===== config.mk =====
export PLATFORM = sky130hd
export DESIGN_NAME = rf_read_port_arbiter
export DESIGN_NICKNAME = d
export VERILOG_FILES = /design/src/rtl/rf_read_port_arbiter.sv
export SDC_FILE = /design/constraint.sdc
export NUM_CORES = 1
export LEC_CHECK = 0
export BUFFER_PORTS_ARGS = -buffer_cell sky130_fd_sc_hd__buf_2
export CELL_PAD_IN_SITES_DETAIL_PLACEMENT = 1
export CELL_PAD_IN_SITES_GLOBAL_PLACEMENT = 1
export CORE_UTILIZATION = 31
export CTS_CLUSTER_DIAMETER = 50
export DETAILED_ROUTE_END_ITERATION = 12
export GPL_ROUTABILITY_DRIVEN = 0
export PLACE_DENSITY = 0.84
export SLEW_MARGIN = 20
export SYNTH_ARGS = -nofsm -noshare
export SYNTH_HDL_FRONTEND = slang
export SYNTH_SLANG_ARGS = --single-unit

===== constraint.sdc =====
create_clock -name clk -period 2.93 [get_ports clk]
set_input_delay 0.1465 -clock clk [delete_from_list [all_inputs] [get_ports clk]]
set_output_delay 0.1465 -clock clk [all_outputs]
set_load 0.02 [all_outputs]

===== src/rtl/rf_read_port_arbiter.sv =====
// Round-robin arbiter sharing the register-file read port among 4 requesters.
// Ports: clk/reset, req_valid_i/req_addr_i/req_ready_o (request side),
// sel_o/rf_data_i (mux), wr_en_i/wr_addr_i/wr_data_i (bypass), stall_i,
// rsp_valid_o/rsp_data_o/rsp_ready_i (response side), grant_cnt_o (stats).
module rf_read_port_arbiter #(
  parameter int N     = 32,
  parameter int CNT_W = 16
) (
  input  logic             clk,
  input  logic             reset,
  input  logic [3:0]       req_valid_i,
  input  logic [19:0]      req_addr_i,
  output logic [3:0]       req_ready_o,
  output logic [4:0]       sel_o,
  input  logic [N-1:0]     rf_data_i,
  input  logic             wr_en_i,
  input  logic [4:0]       wr_addr_i,
  input  logic [N-1:0]     wr_data_i,
  input  logic             stall_i,
  output logic [3:0]       rsp_valid_o,
  output logic [N-1:0]     rsp_data_o,
  input  logic             rsp_ready_i,
  output logic [CNT_W-1:0] grant_cnt_o
);

  typedef enum logic {
    IDLE = 1'b0,
    HOLD = 1'b1
  } state_t;

  state_t       state;
  logic [1:0]   ptr;
  logic [1:0]   g;
  logic         found;
  logic         can_grant;
  logic         grant;
  logic [4:0]   last_addr;
  logic [4:0]   g_addr;
  logic [N-1:0] rd_data;
  logic [4:0]   addr_arr [4];

  always_comb begin
    for (int k = 0; k < 4; k++) begin
      addr_arr[k] = req_addr_i[5*k +: 5];
    end
  end

  // Search starts at ptr and wraps; first pending request wins.
  always_comb begin
    found = 1'b0;
    g     = ptr;
    for (int i = 0; i < 4; i++) begin
      if (!found && req_valid_i[ptr + 2'(i)]) begin
        found = 1'b1;
        g     = ptr + 2'(i);
      end
    end
  end

  // A held response consumed this cycle frees the slot for a new grant.
  assign can_grant = reset && !stall_i &&
                     (state == IDLE || rsp_ready_i);
  assign grant     = can_grant && found;

  assign req_ready_o = grant ? (4'b0001 << g) : 4'b0000;
  assign g_addr      = addr_arr[g];
  assign sel_o       = grant ? g_addr : last_addr;

  // r0 reads as zero and is never bypassed.
  always_comb begin
    if (g_addr == 5'd0) begin
      rd_data = '0;
    end else if (wr_en_i && wr_addr_i == g_addr) begin
      rd_data = wr_data_i;
    end else begin
      rd_data = rf_data_i;
    end
  end

  always_ff @(posedge clk or negedge reset) begin
    if (!reset) begin
      state       <= IDLE;
      ptr         <= 2'd0;
      rsp_valid_o <= 4'b0000;
      rsp_data_o  <= '0;
      grant_cnt_o <= '0;
      last_addr   <= 5'd0;
    end else if (grant) begin
      state       <= HOLD;
      ptr         <= g + 2'd1;
      rsp_valid_o <= req_ready_o;
      rsp_data_o  <= rd_data;
      grant_cnt_o <= grant_cnt_o + CNT_W'(1);
      last_addr   <= g_addr;
    end else if (state == HOLD && rsp_ready_i) begin
      state       <= IDLE;
      rsp_valid_o <= 4'b0000;
    end
  end

endmodule


# [Word level (Yosys, flattened, before mapping)]
# Index checks and enable logic that the tools add are counted.
[totals] elab_cells=61 ff_bits=60 output_inout_bits=61 in_bits=98
[classes] n_lt_le_gt_ge=5 add_sub_neg=5 n_eq_ne=1 reduce_logical=15 bitwise=2 muxes=26 n_shift=1
[ops] operator="$mux W32" count=2
[ops] operator="$add A16 B1 Y16 const B" count=1
[ops] operator="$mux W5" count=3
[ops] operator="$lt A2 B3 Y1 const B" count=4
[ops] operator="$mux W4" count=3
[ops] operator="$bmux W5 S2" count=1
[ops] operator="$mux W1" count=10
[ops] operator="$bmux W1 S2" count=4
[ops] operator="$logic_and A1 B1 Y1" count=8
[ops] operator="$mux W2" count=3
[ops] operator="$eq A5 B5 Y1" count=1
[ops] operator="$logic_not A5 Y1" count=1
[ops] operator="$add A2 B1 Y2 const B" count=2
[ops] operator="$add A2 B2 Y2 const B" count=2
[ops] operator="$logic_not A1 Y1" count=4
[ops] operator="$shl A1 B2 Y4 const A" count=1
[ops] operator="$ge A3 B3 Y1 const B" count=1
[ops] operator="$not A2 Y3" count=1
[ops] operator="$reduce_bool A2 Y1" count=1
[ops] operator="$logic_or A1 B1 Y1" count=1
[ops] operator="$not A1 Y1" count=1

# [Logic depth before layout (Yosys ltp)]
[logic_depth] depth_word=20 depth_mapped=11 mapped_depth_nobuf=9

# [Worst setup path before layout]
# No wires, ideal clock.
[synth_timing] kind="register to register" start="reg ptr[0]" end="reg rsp_data_o[0]" setup_time_ps=131 t_arrival_ps=2818 slack_ps=-20 path_stages_with_launch=12 path_cell_list="dfrtp_1 -> or3b_1 -> and2_4 -> nor3_4 -> inv_2 -> a211o_1 -> and3b_1 -> nor4b_2 -> and3_1 -> buf_2 -> buf_2 -> o211ai_1"
[synth_via] elab_chain_cells=20
[synth_rtl] item="start: declaration" line="32" rtl="logic [1:0] ptr;"
[synth_rtl] item="start signal: assignment" line="90" rtl="ptr <= g + 2'd1;"
[synth_rtl] item="parallel branches: the longest is 20 deep, another holds $add A2 B1 Y2"
[synth_rtl] item="end signal: assignment" line="92" rtl="rsp_data_o <= rd_data;"
[synth_rtl] item="end: declaration" line="21" rtl="output logic [N-1:0] rsp_data_o,"
# Several ways; the timed one is not identified. The select of a mux whose other input is x is not followed.
# A chain may end at the register's enable or synchronous reset.

# [Final worst setup path]
[layout_timing] start="reg ptr[0]" end="reg rsp_data_o[26]"
# Same word-level chain as after synthesis.

==> report_table.html <==
<table>
<tr><th>Metric</th><th>Value</th></tr>
<tr><th colspan="2">STA</th></tr>
<tr><td>Worst setup skew after layout</td><td>approximately 0.0050 ns</td></tr>
<tr><td>Unrepaired setup endpoints after global routing</td><td>true</td></tr>
<tr><td>Max-slew headroom</td><td>0.580</td></tr>
<tr><td>Number of endpoints with negative hold slack in the final report</td><td>0</td></tr>
<tr><td>Period utilisation layout</td><td>0.966</td></tr>
<tr><td>Number of setup violations in the final report</td><td>0</td></tr>
<tr><td>Worst Max-Slew Pin Slew</td><td>roughly 0.63 ns</td></tr>
<tr><td>Min cycle time layout</td><td>between 2 and 3 ns</td></tr>
<tr><td>Total Neg Setup Slack</td><td>0 ns</td></tr>
<tr><td>Fmax achieved</td><td>353 MHz</td></tr>
<tr><td>Final Max Slew Viols</td><td>0</td></tr>
<tr><th colspan="2">Yosys</th></tr>
<tr><td>Most numerous cell types in the synthesized netlist</td><td>nand2_1, dfrtp_1, nand3_1, nand4_1</td></tr>
<tr><td>Mapped cell area</td><td>roughly 0.0036 mm^2</td></tr>
<tr><td>Area share of the largest cell type after synthesis</td><td>0.418</td></tr>
<tr><td>Number of flops mapped to enable cells by yosys</td><td>0</td></tr>
<tr><td>Largest cells by area after synthesis</td><td>dfrtp_1, nand2_1, o211ai_1, nand4_1, nand3_1</td></tr>
<tr><td>Average cell area after synthesis</td><td>8.32 um^2</td></tr>
<tr><td>Yosys top cell by area</td><td>dfrtp_1</td></tr>
<tr><td>Cells after synthesis</td><td>~430</td></tr>
<tr><td>Net Count, Synth</td><td>about 540</td></tr>
<tr><td>YS warnings</td><td>0</td></tr>
<tr><td>#FFs+latches synth</td><td>60</td></tr>
<tr><td>Sequential element share of the synthesized area</td><td>0.418</td></tr>
<tr><td>Post-synth top flop</td><td>dfrtp_1</td></tr>
<tr><td>Cell with the most instances after synthesis</td><td>nand2_1</td></tr>
<tr><td>Distinct cell type count of the synthesized netlist</td><td>between 40 and 50</td></tr>
<tr><td>Asr flop ratio synth</td><td>1.00</td></tr>
<tr><th colspan="2">Clock network</th></tr>
<tr><td>CTS Buf Count</td><td>9</td></tr>
<tr><td>Clk root buf</td><td>clkbuf_16</td></tr>
<tr><td>Clock tree from TritonCTS</td><td>built</td></tr>
<tr><td>Deepest level of the CTS H-tree</td><td>3</td></tr>
<tr><td>Clock Sinks</td><td>60</td></tr>
<tr><td>Clock latency reported for the late side of the worst-skew pair</td><td>0.32 ns</td></tr>
<tr><td>Buffer depth of the longest clock path</td><td>2</td></tr>
<tr><td>Clock transition time at the flip-flop clock pins of the worst setup and hold paths</td><td>about 0.05 ns</td></tr>
<tr><th colspan="2">Die</th></tr>
<tr><td>Placeable core region</td><td>around 0.011 mm^2</td></tr>
<tr><td>Starting Density</td><td>0.324</td></tr>
<tr><td>Die area</td><td>between 0.01 and 0.015 mm^2</td></tr>
<tr><td>Width of the die</td><td>around 110 um</td></tr>
<tr><td>Row count</td><td>38</td></tr>
<tr><td>Height of the die</td><td>110 um</td></tr>
<tr><td>Top-level port count</td><td>159</td></tr>
<tr><th colspan="2">Critical path</th></tr>
<tr><td>Data required time of the critical path</td><td>approximately 3.1 ns</td></tr>
<tr><td>Slowest stage cell, crit path</td><td>or3b_4</td></tr>
<tr><td>Setup Crit Path Kind</td><td>reg -&gt; reg</td></tr>
<tr><td>CP Depth</td><td>11</td></tr>
<tr><td>Top delay family on crit path</td><td>simple AND/OR/NAND/NOR gates</td></tr>
<tr><td>Sort of element at the start of the critical path</td><td>flop</td></tr>
<tr><td>Peak per-stage delay on the critical path</td><td>roughly 0.41 ns</td></tr>
<tr><td>Endpoint arrival time on the critical path</td><td>about 3.0 ns</td></tr>
<tr><td>Critical path fanouts, max</td><td>9</td></tr>
<tr><td>Cells along the critical path</td><td>or3b_4 -&gt; and2_4 -&gt; nor3_4 -&gt; inv_4 -&gt; a211o_1 -&gt; a222oi_1 -&gt; buf_4 -&gt; nand2_4 -&gt; clkbuf_16 -&gt; nand3_1 -&gt; o211ai_1</td></tr>
<tr><td>Critical path capture point type</td><td>flop</td></tr>
<tr><td>Count of buffering cells on the critical path with inverters included</td><td>3</td></tr>
<tr><td>Depth of the worst register-to-register path</td><td>11</td></tr>
<tr><th colspan="2">Drt</th></tr>
<tr><td>Post-detailed-route count of antenna-violating nets</td><td>0</td></tr>
<tr><td>Total Wirelength</td><td>13.8 mm</td></tr>
<tr><td>Via density per instance</td><td>about 5.5</td></tr>
<tr><td>Average wire length per cell after detail routing</td><td>about 19 um</td></tr>
<tr><td>Starting DRC count in detailed routing</td><td>approximately 170</td></tr>
<tr><td>Initial DRT Pass Iterations</td><td>4</td></tr>
<tr><td>Number of vias after detailed routing</td><td>about 4000</td></tr>
<tr><td>Drt drc</td><td>0</td></tr>
<tr><th colspan="2">Power and ir drop</th></tr>
<tr><td>Switching power share of the total</td><td>0.420</td></tr>
<tr><td>Gate power share</td><td>0.465</td></tr>
<tr><td>Power consumption</td><td>between 4000 and 5000 uW</td></tr>
<tr><td>Proportion of power drawn by the clock network</td><td>0.257</td></tr>
<tr><td>Leakage power summed over all cells</td><td>around 0.0025 uW</td></tr>
<tr><td>Peak VDD IR</td><td>345 uV</td></tr>
<tr><td>Reg power frac</td><td>0.278</td></tr>
<tr><td>Power per cell area</td><td>between 800 and 900 mW/mm^2</td></tr>
<tr><td>Switching component of the power</td><td>~1800 uW</td></tr>
<tr><td>Internal cell power</td><td>between 2000 and 2500 uW</td></tr>
<tr><th colspan="2">Hold path</th></tr>
<tr><td>Worst hold path class</td><td>in -&gt; reg</td></tr>
<tr><td>Hold Path Depth</td><td>3</td></tr>
<tr><th colspan="2">Finish</th></tr>
<tr><td>Synthesis-to-layout area growth</td><td>43.2%</td></tr>
<tr><td>Antenna Diode Count</td><td>0</td></tr>
<tr><td>Share of layout cells above drive strength 1</td><td>0.373</td></tr>
<tr><td>Share of the core filled with cells</td><td>0.465</td></tr>
<tr><td>NumNets Final</td><td>698</td></tr>
<tr><td>Number of standard cells in the final layout excluding fillers</td><td>740</td></tr>
<tr><th colspan="2">Global route</th></tr>
<tr><td>Grt ovf</td><td>0</td></tr>
<tr><td>Number of antenna violations at the first check in global routing</td><td>0</td></tr>
<tr><td>Wire length of the first global-routing pass</td><td>about 21 mm</td></tr>
<tr><td>Pin count of the biggest net entering global routing</td><td>46</td></tr>
<tr><td>Global Route Usage Sum</td><td>0.230</td></tr>
<tr><td>Number of global-route vias before repair</td><td>4121</td></tr>
<tr><th colspan="2">Placement</th></tr>
<tr><td>Port buffer count</td><td>approximately 160</td></tr>
<tr><td>Placed wire-length estimate</td><td>roughly 9.4 mm</td></tr>
<tr><td>Number of placed cells counting well taps</td><td>approximately 700</td></tr>
<tr><th colspan="2">Status</th></tr>
<tr><td>Result of the run</td><td>complete, no violations</td></tr>
<tr><th colspan="2">Job</th></tr>
<tr><td>Max_cap viols</td><td>0</td></tr>
</table>
==> layout by cell type (no fill, tap or decap), types with 10 or more instances in the layout <==
cell type / Yosys / routed
a21oi_1: 34 / 32
buf_2: 5 / 158
buf_4: 0 / 18
clkbuf_16: 0 / 10
dfrtp_1: 60 / 59
nand2_1: 92 / 90
nand3_1: 41 / 41
nand4_1: 39 / 39
o211ai_1: 34 / 34
xnor2_1: 12 / 12
==> sequential cells by signal, summed over array words and instances (netlist names) <==
signal and cells:
grant_cnt_o 16, last_addr 5, rsp_valid_o 4, ptr 2
state 1, rsp_data_o 32
==> layer usage <==
layer	part of all wire	global-route usage	up-vias
met5	0	0	-
li1	-	-	1906
met3	0.048	0.0397	31
met2	0.52	0.410	135
met1	0.40	0.268	1980
met4	0.029	0.101	0
==> worst paths after layout <==
path	start	slack [ns]	endpoint
max reg2reg	ptr[0]	0.1	rsp_data_o[26]
min reg2reg	grant_cnt_o[15]	0.46	grant_cnt_o[15]
min	rf_data_i[17]	0.09	rsp_data_o[17]
max in group asynchronous	reset	2.07	rsp_data_o[25]
max	ptr[0]	0.1	rsp_data_o[26]
min in group asynchronous	reset	0.42	last_addr[2]
==> per-stage QoR <==
step                      hold WS [ns]  instance area, um^2  worst slack (ns)
after floorplan                 -0.149                 3610            0.0414
after global placement           0.199                 4620            0.0831
after detailed placement         0.221                 4620            0.0343
after CTS                       0.0798                 5000            0.0142
after global routing            0.0888                 5150           -0.0387
final                           0.0897                 5150            0.0997
==> worst reg2reg max path, cell delays in order (launching register included) <==
cell and delay, ns:
dfrtp_1 0.39, or3b_4 0.41, and2_4 0.20, nor3_4 0.19
inv_4 0.09, a211o_1 0.32, a222oi_1 0.40, buf_4 0.23
nand2_4 0.10, clkbuf_16 0.20, nand3_1 0.09, o211ai_1 0.08
==> power groups by stage <==
stage | clock network [uW] | logic, uW | registers, uW
floorplan | 0 | 874 | 1340
global placement | 0 | 1680 | 1170
detailed placement | 0 | 1750 | 1180
CTS | 1100 | 1810 | 1170
global route | 1140 | 2110 | 1200
finish | 1080 | 1960 | 1170
==> repair_timing <==
action,in CTS,in global routing
cloned,1,2
pin swaps,2,9
buffers inserted,3,5
gates resized for setup,5,27
setup endpoints to repair,31,32
endpoints found under the hold margin,60,0
hold buffers,1,0
==> layout make-up <==
type                            count  area (um^2)
Fill cell                        1372         5930
Sequential cell                    60         1500
Multi-Input combinational cell    331         2010
Inverter                            5         21.3
Clock buffer                       12          256
Clock inverter                      4         47.5
Tap cell                          140          175
Timing Repair Buffer              188         1130
==> cells by family (layout without fill, tap and decap cells) <==
group | Yosys count | after routing | synth area share
simple gates | 212 | 212 | 0.300
buf+inv | 41 | 209 | 0.0445
fa+ha+maj | 5 | 5 | 0.0174
flops | 60 | 60 | 0.418
compound gates | 99 | 99 | 0.184
xor+xnor | 15 | 15 | 0.0365
(Power assumes the default switching activity.)
